==> src/rtl/mux_arb_pkg.sv <==
// -----------------------------------------------------------------------------
// mux_arb_pkg
// Shared definitions for the round-robin mux arbiter.
//   state_e        : arbiter FSM encoding (IDLE = 1'b0, BUSY = 1'b1)
//   DEF_N          : default number of requesters / mux inputs
//   DEF_DATA_W     : default width of one mux data input
//   DEF_MAX_BURST  : default beat limit per grant (only used when the
//                    ARB_BURST_LIMIT_EN macro is defined)
// -----------------------------------------------------------------------------
package mux_arb_pkg;

  typedef enum logic {
    IDLE = 1'b0,
    BUSY = 1'b1
  } state_e;

  localparam int unsigned DEF_N         = 8;
  localparam int unsigned DEF_DATA_W    = 1;
  localparam int unsigned DEF_MAX_BURST = 4;

endpackage : mux_arb_pkg

==> src/rtl/rr_pick.sv <==
// -----------------------------------------------------------------------------
// rr_pick
// Combinational rotating-priority search. Starting at i_ptr+1 and wrapping
// modulo N, it returns the first index whose request bit is set. The search
// covers all N positions, so i_ptr itself is picked last (when it is the only
// requester).
// Ports:
//   i_req   [N-1:0]      request vector
//   i_ptr   [SEL_W-1:0]  last owner; it gets lowest priority
//   o_found              at least one request is set
//   o_idx   [SEL_W-1:0]  winning index (0 when o_found is low)
// N must be a power of two so that SEL_W-bit addition wraps modulo N.
// -----------------------------------------------------------------------------
module rr_pick #(
  parameter int unsigned N     = 8,
  parameter int unsigned SEL_W = $clog2(N)
) (
  input  logic [N-1:0]     i_req,
  input  logic [SEL_W-1:0] i_ptr,
  output logic             o_found,
  output logic [SEL_W-1:0] o_idx
);

  logic [SEL_W-1:0] w_cand;

  // Walk from the farthest offset (N, i.e. i_ptr itself) down to the nearest
  // (1), so the last hit written is the closest one after i_ptr.
  always_comb begin
    // NOTE: every signal driven here gets a default first; a path that leaves
    // one unassigned would infer a latch.
    o_found = 1'b0;
    o_idx   = '0;
    w_cand  = '0;
    for (int k = int'(N); k > 0; k--) begin
      w_cand = i_ptr + SEL_W'(k);
      if (i_req[w_cand]) begin
        o_found = 1'b1;
        o_idx   = w_cand;
      end
    end
  end

endmodule : rr_pick

==> src/rtl/mux_rr_arbiter.sv <==
// -----------------------------------------------------------------------------
// mux_rr_arbiter
// Shares one N:1 data mux between N requesters with round-robin arbitration.
// The winner is registered (sel / one-hot gnt) and its beats are forwarded
// downstream over a valid/ready handshake.
// Ports:
//   clk        clock, all state on rising edge
//   rst        asynchronous reset, active-high
//   req        [N]         req[i]: requester i has a beat on din slice i
//   din        [N*DATA_W]  packed mux inputs, slice i = din[i*DATA_W +: DATA_W]
//   gnt        [N]         registered one-hot grant, zero when idle
//   sel        [SEL_W]     registered mux select = current owner
//   ack        [N]         ack[owner] = out_valid & out_ready (combinational)
//   out_valid              dout holds a valid beat
//   out_ready              downstream accepts a beat this cycle
//   dout       [DATA_W]    din slice selected by sel
// Configuration:
//   ARB_BURST_LIMIT_EN  defined: a grant is force-released on its MAX_BURST-th
//                       accepted beat. Undefined: the owner keeps the grant
//                       until it drops its request.
// -----------------------------------------------------------------------------
module mux_rr_arbiter
  import mux_arb_pkg::*;
#(
  parameter int unsigned N         = DEF_N,
  parameter int unsigned DATA_W    = DEF_DATA_W,
  parameter int unsigned SEL_W     = $clog2(N),
  parameter int unsigned MAX_BURST = DEF_MAX_BURST
) (
  input  logic                clk,
  input  logic                rst,
  input  logic [N-1:0]        req,
  input  logic [N*DATA_W-1:0] din,
  output logic [N-1:0]        gnt,
  output logic [SEL_W-1:0]    sel,
  output logic [N-1:0]        ack,
  output logic                out_valid,
  input  logic                out_ready,
  output logic [DATA_W-1:0]   dout
);

  state_e           r_state, w_state_nxt;
  logic [SEL_W-1:0] r_sel,   w_sel_nxt;
  logic [SEL_W-1:0] r_ptr,   w_ptr_nxt;
  logic [N-1:0]     r_gnt,   w_gnt_nxt;

  logic             w_found;
  logic [SEL_W-1:0] w_idx;
  logic             w_owner_req;
  logic             w_accept;
  logic             w_burst_done;
  logic             w_release;
  logic [DATA_W-1:0] w_din_arr [N];

  // Unpack the flat data bus so the output mux is a plain array index.
  for (genvar i = 0; i < N; i++) begin : g_din
    assign w_din_arr[i] = din[i*DATA_W +: DATA_W];
  end

  rr_pick #(
    .N     (N),
    .SEL_W (SEL_W)
  ) u_pick (
    .i_req   (req),
    .i_ptr   (r_ptr),
    .o_found (w_found),
    .o_idx   (w_idx)
  );

  // ---------------------------------------------------------------------------
  // Handshake. Reset forces r_state to IDLE asynchronously, so out_valid and
  // ack drop in the same instant reset is asserted.
  // ---------------------------------------------------------------------------
  assign w_owner_req = req[r_sel];
  assign out_valid   = (r_state == BUSY) && w_owner_req;
  assign w_accept    = out_valid && out_ready;
  assign dout        = w_din_arr[r_sel];
  assign gnt         = r_gnt;
  assign sel         = r_sel;

  always_comb begin
    ack = '0;
    if (w_accept) ack[r_sel] = 1'b1;
  end

`ifdef ARB_BURST_LIMIT_EN
  localparam int unsigned CNT_W = $clog2(MAX_BURST + 1);

  logic [CNT_W-1:0] r_beat_cnt, w_beat_cnt_nxt;

  // The acceptance that brings the count to MAX_BURST ends the grant.
  assign w_burst_done = w_accept && (r_beat_cnt == CNT_W'(MAX_BURST - 1));

  always_comb begin
    w_beat_cnt_nxt = r_beat_cnt;
    if (r_state == IDLE && w_found) w_beat_cnt_nxt = '0;
    else if (w_accept)              w_beat_cnt_nxt = r_beat_cnt + 1'b1;
  end

  always_ff @(posedge clk or posedge rst) begin
    if (rst) r_beat_cnt <= '0;
    else     r_beat_cnt <= w_beat_cnt_nxt;
  end
`else
  assign w_burst_done = 1'b0;
`endif

  // A grant ends when the owner drops its request (any beat still pending is
  // simply not offered) or when the burst limit is reached.
  assign w_release = (r_state == BUSY) && (!w_owner_req || w_burst_done);

  // ---------------------------------------------------------------------------
  // FSM next-state logic
  // ---------------------------------------------------------------------------
  always_comb begin
    w_state_nxt = r_state;
    w_sel_nxt   = r_sel;
    w_ptr_nxt   = r_ptr;
    w_gnt_nxt   = r_gnt;
    unique case (r_state)
      IDLE: begin
        if (w_found) begin
          w_state_nxt = BUSY;
          w_sel_nxt   = w_idx;
          w_gnt_nxt   = N'(1) << w_idx;
        end
      end
      BUSY: begin
        // Releasing owner becomes the pointer, so it has lowest priority next.
        if (w_release) begin
          w_state_nxt = IDLE;
          w_gnt_nxt   = '0;
          w_ptr_nxt   = r_sel;
        end
      end
      default: w_state_nxt = IDLE;
    endcase
  end

  // ---------------------------------------------------------------------------
  // FSM state register. ptr resets to N-1 so requester 0 has top priority.
  // ---------------------------------------------------------------------------
  always_ff @(posedge clk or posedge rst) begin
    // NOTE: state is written with non-blocking assignments so every register
    // samples the pre-edge values, independent of statement order.
    if (rst) begin
      r_state <= IDLE;
      r_sel   <= '0;
      r_ptr   <= SEL_W'(N - 1);
      r_gnt   <= '0;
    end else begin
      r_state <= w_state_nxt;
      r_sel   <= w_sel_nxt;
      r_ptr   <= w_ptr_nxt;
      r_gnt   <= w_gnt_nxt;
    end
  end

endmodule : mux_rr_arbiter
==> config.mk <==
export PLATFORM = sky130hd
export DESIGN_NAME = mux_rr_arbiter
export DESIGN_NICKNAME = d
export VERILOG_FILES = /design/src/rtl/mux_arb_pkg.sv /design/src/rtl/rr_pick.sv /design/src/rtl/mux_rr_arbiter.sv
export SDC_FILE = /design/constraint.sdc
export NUM_CORES = 1
export LEC_CHECK = 0
export ABC_CLOCK_PERIOD_IN_PS = 8750
export CAP_MARGIN = 5
export CORE_ASPECT_RATIO = 0.6
export CORE_MARGIN = 2
export CORE_UTILIZATION = 45
export DETAILED_ROUTE_END_ITERATION = 10
export GPL_ROUTABILITY_DRIVEN = 0
export GPL_TIMING_DRIVEN = 0
export PLACE_DENSITY = 0.74
export SLEW_MARGIN = 10
export SYNTH_ARGS = -nofsm -noshare
export SYNTH_HDL_FRONTEND = slang
export SYNTH_SLANG_ARGS = --single-unit
==> constraint.sdc <==
create_clock -name clk -period 8.75 [get_ports clk]
set_clock_uncertainty 0.2 [all_clocks]
set_input_delay 1.3125 -clock clk [delete_from_list [all_inputs] [get_ports clk]]
set_output_delay 1.3125 -clock clk [all_outputs]
set_load 0.03 [all_outputs]
==> results of run 1 <==
==> placed cells by master, fill, tap and decap left out, drive strengths merged, types with 3 or more instances in the layout <==
cell type / Yosys / final
clkdlybuf4s50: 0 / 39
nor2: 17 / 17
nand2: 17 / 17
mux2i: 14 / 14
dfrtp: 12 / 12
clkbuf: 7 / 10
inv: 9 / 9
a32o: 8 / 8
mux4: 7 / 7
mux2: 7 / 7
o21ai: 6 / 6
buf: 6 / 6
and2: 5 / 5
nor3: 4 / 4
nand3: 4 / 4
a21oi: 3 / 3
a21o: 3 / 3
o221ai: 3 / 3
dfstp: 3 / 3
a211oi: 3 / 3
==> critical path, cell delays in order <==
cell             delay (ps)
clkdlybuf4s50_1         580
mux2i_1                 110
o221ai_1                190
a22o_1                  180
and2_1                  200
nand3_1                 160
nor3_1                  180
clkdlybuf4s50_1         700
==> through the flow <==
stage          util, %  hold slack, ps  setup slack (ps)  std cells
4_1_cts           62.8             298              3620        266
6_report          62.8             296              3630        266
5_1_grt           62.8             318              3470        266
3_5_place_dp      61.3             285              3650        262
3_3_place_gp      61.3             279              3680        262
2_1_floorplan        -             387              4340        178
==> synth_stat cells (all sizes together), types with 2 or more instances <==
master / number / share of area [%]
nand2: 17 / 4.2
nor2: 17 / 4.0
mux2i: 14 / 8.8
dfrtp: 12 / 19
inv: 9 / 2.1
a32o: 8 / 5.0
clkbuf: 7 / 1.7
mux2: 7 / 5.2
mux4: 7 / 9.9
buf: 6 / 2.6
o21ai: 6 / 1.9
and2: 5 / 2.4
nand3: 4 / 1.3
nor3: 4 / 1.3
a211oi: 3 / 1.7
a21o: 3 / 1.4
a21oi: 3 / 0.94
dfstp: 3 / 5.0
o221ai: 3 / 1.7
a21boi: 2 / 0.94
a22o: 2 / 1.1
a31oi: 2 / 0.79
and3: 2 / 0.79
ha: 2 / 1.6
nand2b: 2 / 0.79
nand3b: 2 / 0.94
nand4: 2 / 0.79
nor2b: 2 / 0.79
o2bb2ai: 2 / 1.1
or2: 2 / 0.79
xnor2: 2 / 1.1
xor2: 2 / 1.1
==> sequential cells by signal, indices dropped and copies added, names as in the netlist <==
| name | count |
|---|---|
| gnt | 8 |
| sel | 3 |
| r_ptr | 3 |
| r_state | 1 |
==> worst paths after layout <==
path	end	slack (ps)	cells past startpoint
max in group asynchronous	gnt[3]	6760	2
max reg2reg	gnt[6]	4700	12
min	gnt[1]	300	1
min in group asynchronous	sel[0]	1210	2
max	ack[4]	3630	8
min reg2reg	gnt[1]	300	1
==> layer usage <==
layer / vias to the layer above / global-route usage [%]
li1: 770 / -
met1: 766 / 33.0
met2: 92 / 38.2
met3: 6 / 5.49
met4: 0 / 4.52
met5: - / 0
==> cells by family after synthesis <==
group / Yosys count / synth area share [%]
buffers and inverters: 22 / 6.37
XOR/XNOR: 4 / 2.20
adder cells (fa/ha/maj): 2 / 1.57
AND/OR/NAND/NOR: 62 / 19.4
flip-flops: 15 / 23.8
multiplexers: 28 / 23.9
AO/OA/AOI/OAI: 45 / 22.7
==> final cells by class <==
class | count | area share [%]
multi-input combinational | 141 | 53.2
timing repair buffer | 39 | 18.7
sequential | 15 | 18.2
buffer | 13 | 3.24
tap | 45 | 2.70
clock buffer | 3 | 1.98
inverter | 9 | 1.62
clock inverter | 1 | 0.360
==> flow_summary.json, run 1 <==
{
  "insertion_delay_ps": 250,
  "clkTransAtPathRegs_ps": 60,
  "rsz0062_at_grt": "no",
  "drt-met1-wl_um": 2040,
  "clockBufferDepth": 2,
  "seqCellArea_um2": 379,
  "outcome": "finished clean",
  "hold_path.startpoint": "gnt[1]",
  "finalHoldViolCount": 0,
  "synth-main-ff-cell": "dfrtp_1",
  "die_x_um": 80.8,
  "antenna_found_initial": 0,
  "fin_crit_sh_pct": 58.5,
  "max-cap-violations": 0,
  "syn-num-nets": 199,
  "maxSlewViolCount": 0,
  "post_cts_buffers": 0,
  "nNetsFinal": 243,
  "cts_max_level": 1,
  "drc": 0,
  "crit_start": "req[1]",
  "routed.top_layer": "met4",
  "cp_data_arrival_time_ps": 3610,
  "critPathKind": "in2out",
  "synth.avg_cell_area_um2": 8.94,
  "synthDistinctLibCells": 55,
  "cts_buffers": 3,
  "multi_input_area_um2": 1110,
  "setup_viol": 0,
  "period_minus_slack_ps": 5120,
  "postSynthCellCount": 178,
  "dr.first_iter.drc_count": 182,
  "wl_per_cell_um": 16.7,
  "wl_um": 4430,
  "die_h_um": 50.1,
  "wl_met3_um": 359,
  "synth_area_um2": 1590,
  "cts_hold_buf": 0,
  "rows": 16,
  "dp_hpwl_um": 3500,
  "initial_core_util_pct": 47.9,
  "tightestPinTransition_ps": 584,
  "setup_tns_ps": 0,
  "numPortBuffers": 39,
  "fillers": 290,
  "yosysSeqAreaShare_pct": 23.8,
  "post_cts_resized": 0,
  "grtUsageTotal_pct": 23.8,
  "io_pins": 40,
  "synth_edf_count": 0,
  "grt_max_degree": 16,
  "layout-drive-gt1-share_pct": 14.5,
  "dr_wl_met2_um": 1980,
  "crit_required_ps": 7240,
  "crit_fanout": 6,
  "hold_path.class": "reg2reg",
  "vias_per_cell": 6.14,
  "drtAntennaViolNets": 0,
  "first_global_vias": 1580,
  "grt-ovfl-total": 0,
  "critPathLaunchType": "input pin",
  "post_dp_cell_area_um2": 2040,
  "fmax_mhz": 195,
  "dieArea_um2": 4040,
  "relSlewSlack_pct": 60.6,
  "cts_root_buf": "clkbuf_8",
  "async_reset_ff_share_pct": 100,
  "cts_tree": "yes",
  "ys_ff_latch": 15,
  "crit_path_end_kind": "primary output",
  "syn2layout_area_growth_pct": 31.1,
  "cts.sinks": 15,
  "first_pass_iters": 4,
  "final_area_um2": 2090,
  "antenna_cells": 0,
  "reg2reg_from": "r_ptr[1]",
  "grt_pass1_wl_um": 7450,
  "vias": 1634,
  "coreArea_um2": 3320,
  "yosysWarnings": 0
}
Power of run 1 is left out: the tool's default activity adds up to more than one toggle a clock period on the data nets, which glitch-free logic cannot reach.
==> inputs of run 2 (changes only) <==
--- a/config.mk
+++ b/config.mk
@@ -5,7 +5,7 @@
 export SDC_FILE = /design/constraint.sdc
 export NUM_CORES = 1
 export LEC_CHECK = 0
-export ABC_CLOCK_PERIOD_IN_PS = 8750
+export ABC_CLOCK_PERIOD_IN_PS = 4850
 export CAP_MARGIN = 5
 export CORE_ASPECT_RATIO = 0.6
 export CORE_MARGIN = 2
==> constraint.sdc (replaced) <==
create_clock -name clk -period 4.85 [get_ports clk]
set_clock_uncertainty 0.2 [all_clocks]
set_input_delay 0.7275 -clock clk [delete_from_list [all_inputs] [get_ports clk]]
set_output_delay 0.7275 -clock clk [all_outputs]
set_load 0.03 [all_outputs]
==> results of run 2 <==
Same layout as run 1 (identical final DEF). Status: finished clean.
Among the figures that moved: setup slack after placement 3650 ps -> 881 ps; clock-pin slew on the worst setup and hold paths 60 ps -> 70 ps; setup slack after layout 3630 ps -> 795 ps; start point of the critical path req[1] -> r_ptr[1]; end point of the critical path ack[4] -> gnt[6]; register-to-register setup slack 4700 ps -> 800 ps
Power of run 2 is left out for the same reason.
==> inputs of run 3 (changes only) <==
--- a/config.mk
+++ b/config.mk
@@ -5,7 +5,7 @@
 export SDC_FILE = /design/constraint.sdc
 export NUM_CORES = 1
 export LEC_CHECK = 0
-export ABC_CLOCK_PERIOD_IN_PS = 4850
+export ABC_CLOCK_PERIOD_IN_PS = 3600
 export CAP_MARGIN = 5
 export CORE_ASPECT_RATIO = 0.6
 export CORE_MARGIN = 2
@@ -13,7 +13,7 @@
 export DETAILED_ROUTE_END_ITERATION = 10
 export GPL_ROUTABILITY_DRIVEN = 0
 export GPL_TIMING_DRIVEN = 0
-export PLACE_DENSITY = 0.74
+export PLACE_DENSITY = 0.77
 export SLEW_MARGIN = 10
 export SYNTH_ARGS = -nofsm -noshare
 export SYNTH_HDL_FRONTEND = slang
==> constraint.sdc (replaced) <==
create_clock -name clk -period 3.6 [get_ports clk]
set_clock_uncertainty 0.2 [all_clocks]
set_input_delay 0.54 -clock clk [delete_from_list [all_inputs] [get_ports clk]]
set_output_delay 0.54 -clock clk [all_outputs]
set_load 0.03 [all_outputs]
==> run 3 against run 2 <==
Worst setup slack got worse by 710 ps. Routed wire length grew 8.6%. Sequential cell count did not move. Critical path depth is 1 higher. Via count up 3.5%. Non-clock buffer count grew 9. Fmax increased by 15%.
==> flow_summary.json, run 3 (synthesized netlist as in run 1, its figures left out) <==
{
  "drtAntennaViolNets": 0,
  "cts_hold_buf": 0,
  "final_common_cell": "clkdlybuf4s50_1",
  "vias": 1691,
  "mostFrequentLayoutCells": "31 x clkdlybuf4s50_1, 17 x nor2_1, 16 x nand2_1",
  "cts_root_buf": "clkbuf_8",
  "io_pins": 40,
  "fin_crit_sh_pct": 97.7,
  "initial_core_util_pct": 47.9,
  "reg2reg_depth": 13,
  "drc": 0,
  "finalHoldViolCount": 0,
  "max-cap-violations": 0,
  "rsz0062_at_grt": "yes",
  "tightestPinTransition_ps": 778,
  "insertion_delay_ps": 250,
  "grt-ovfl-total": 0,
  "cp-endpoint": "gnt[7]",
  "grt_max_degree": 16,
  "cp_data_arrival_time_ps": 3450,
  "fillers": 259,
  "antenna_found_initial": 0,
  "relSlewSlack_pct": 48.0,
  "die_x_um": 80.8,
  "outcome": "finished clean",
  "maxSlewViolCount": 0,
  "syn2layout_area_growth_pct": 41.1,
  "die_h_um": 50.1,
  "vias_per_cell": 6.15,
  "critPathLaunchType": "flop",
  "hold_path.class": "reg2reg",
  "grtUsageTotal_pct": 24.4,
  "largest_reg_flops": 8,
  "coreArea_um2": 3320,
  "crit_fanout": 10,
  "setup_tns_ps": 0,
  "first_global_vias": 1587,
  "cts_buffers": 3,
  "reg2reg_from": "r_ptr[0]",
  "numPortBuffers": 39,
  "setup_viol": 0,
  "period_minus_slack_ps": 3520,
  "clkTransAtPathRegs_ps": 60,
  "cts.sinks": 15,
  "antenna_cells": 0,
  "dr.first_iter.drc_count": 252,
  "fmax_mhz": 284,
  "clockBufferDepth": 2,
  "rrSetupSlack_ps": 80,
  "layout-drive-gt1-share_pct": 22.2,
  "first_pass_iters": 4,
  "crit_start": "r_ptr[0]",
  "cts_max_level": 1,
  "wl_um": 4810,
  "grt_pass1_wl_um": 7540,
  "wl_per_cell_um": 17.5,
  "dieArea_um2": 4040,
  "critPathKind": "reg2reg",
  "crit_required_ps": 3530,
  "crit_path_end_kind": "flop",
  "cts_tree": "yes",
  "rows": 16,
  "dp_hpwl_um": 3530,
  "r2r_end": "gnt[7]",
  "nNetsFinal": 252
}
==> run 3: cell types whose count changed in the layout (fill, tap and decap cells not counted), sizes merged <==
cell           change
buf                +9
clkdlybuf4s50      -8
dlymetal6s2s       +8
clkinvlp           -1
clkinv             +1
==> run 3: layout make-up <==
class                   instances  area (µm²)  area share (%)
repair buffers                 49         485            21.6
clock buffers                   3        41.3            1.84
plain buffers                  12        91.3            4.07
flip-flops and latches         15         379            16.9
multi-input cells             141        1150            51.4
inverters                       9        33.8            1.50
clock inverters                 1        5.00           0.223
well taps                      45        56.3            2.51
==> run 3: repair_timing <==
| action | CTS | global route |
|---|---|---|
| pin swaps | 1 | 2 |
| setup buffers | 1 | 9 |
| endpoints found under the setup margin | 14 | 18 |
| gates resized for setup | 5 | 20 |
==> run 3: worst min-delay path by stage <==
stage / startpoint / end / slack [ps] / cells past startpoint
2_1_floorplan: rst / gnt[0] / 240 / 1
3_3_place_gp: gnt[4] / gnt[4] / 280 / 1
3_5_place_dp: gnt[4] / gnt[4] / 280 / 1
4_1_cts: gnt[4] / gnt[4] / 300 / 1
5_1_grt: gnt[4] / gnt[4] / 310 / 1
6_report: gnt[4] / gnt[4] / 290 / 1
==> run 3: through the flow <==
stage / instance area (µm²) / util (%) / worst slack [ps] / hold WS, ps / instances
final: 2250 / 67.6 / 83.3 / 292 / 275
after global routing: 2250 / 67.6 / -54.9 / 314 / 275
after CTS: 2110 / 63.4 / 3.58 / 296 / 266
after detailed placement: 2040 / 61.3 / -406 / 281 / 262
after global placement: 2040 / 61.3 / -275 / 279 / 262
after floorplan: 1590 / - / 94.8 / 239 / 178
==> run 3: critical path, cell delays in order, from the launching register on <==
cell and delay (ps):
dfstp_2 560, buf_8 110, buf_12 120, inv_1 70
ha_1 290, buf_6 120, mux4_2 570, inv_1 80
o221ai_1 150, o221ai_2 290, buf_4 150, a31oi_1 120
o32a_1 270, a32o_1 290
==> run 3: metal layers <==
layer | global-route usage [%] | part of all wire [%]
met4 | 4.80 | 1.6
met3 | 7.14 | 10
met1 | 34.2 | 43
met5 | 0 | 0
met2 | 37.5 | 45
Power of run 3 is left out for the same reason.
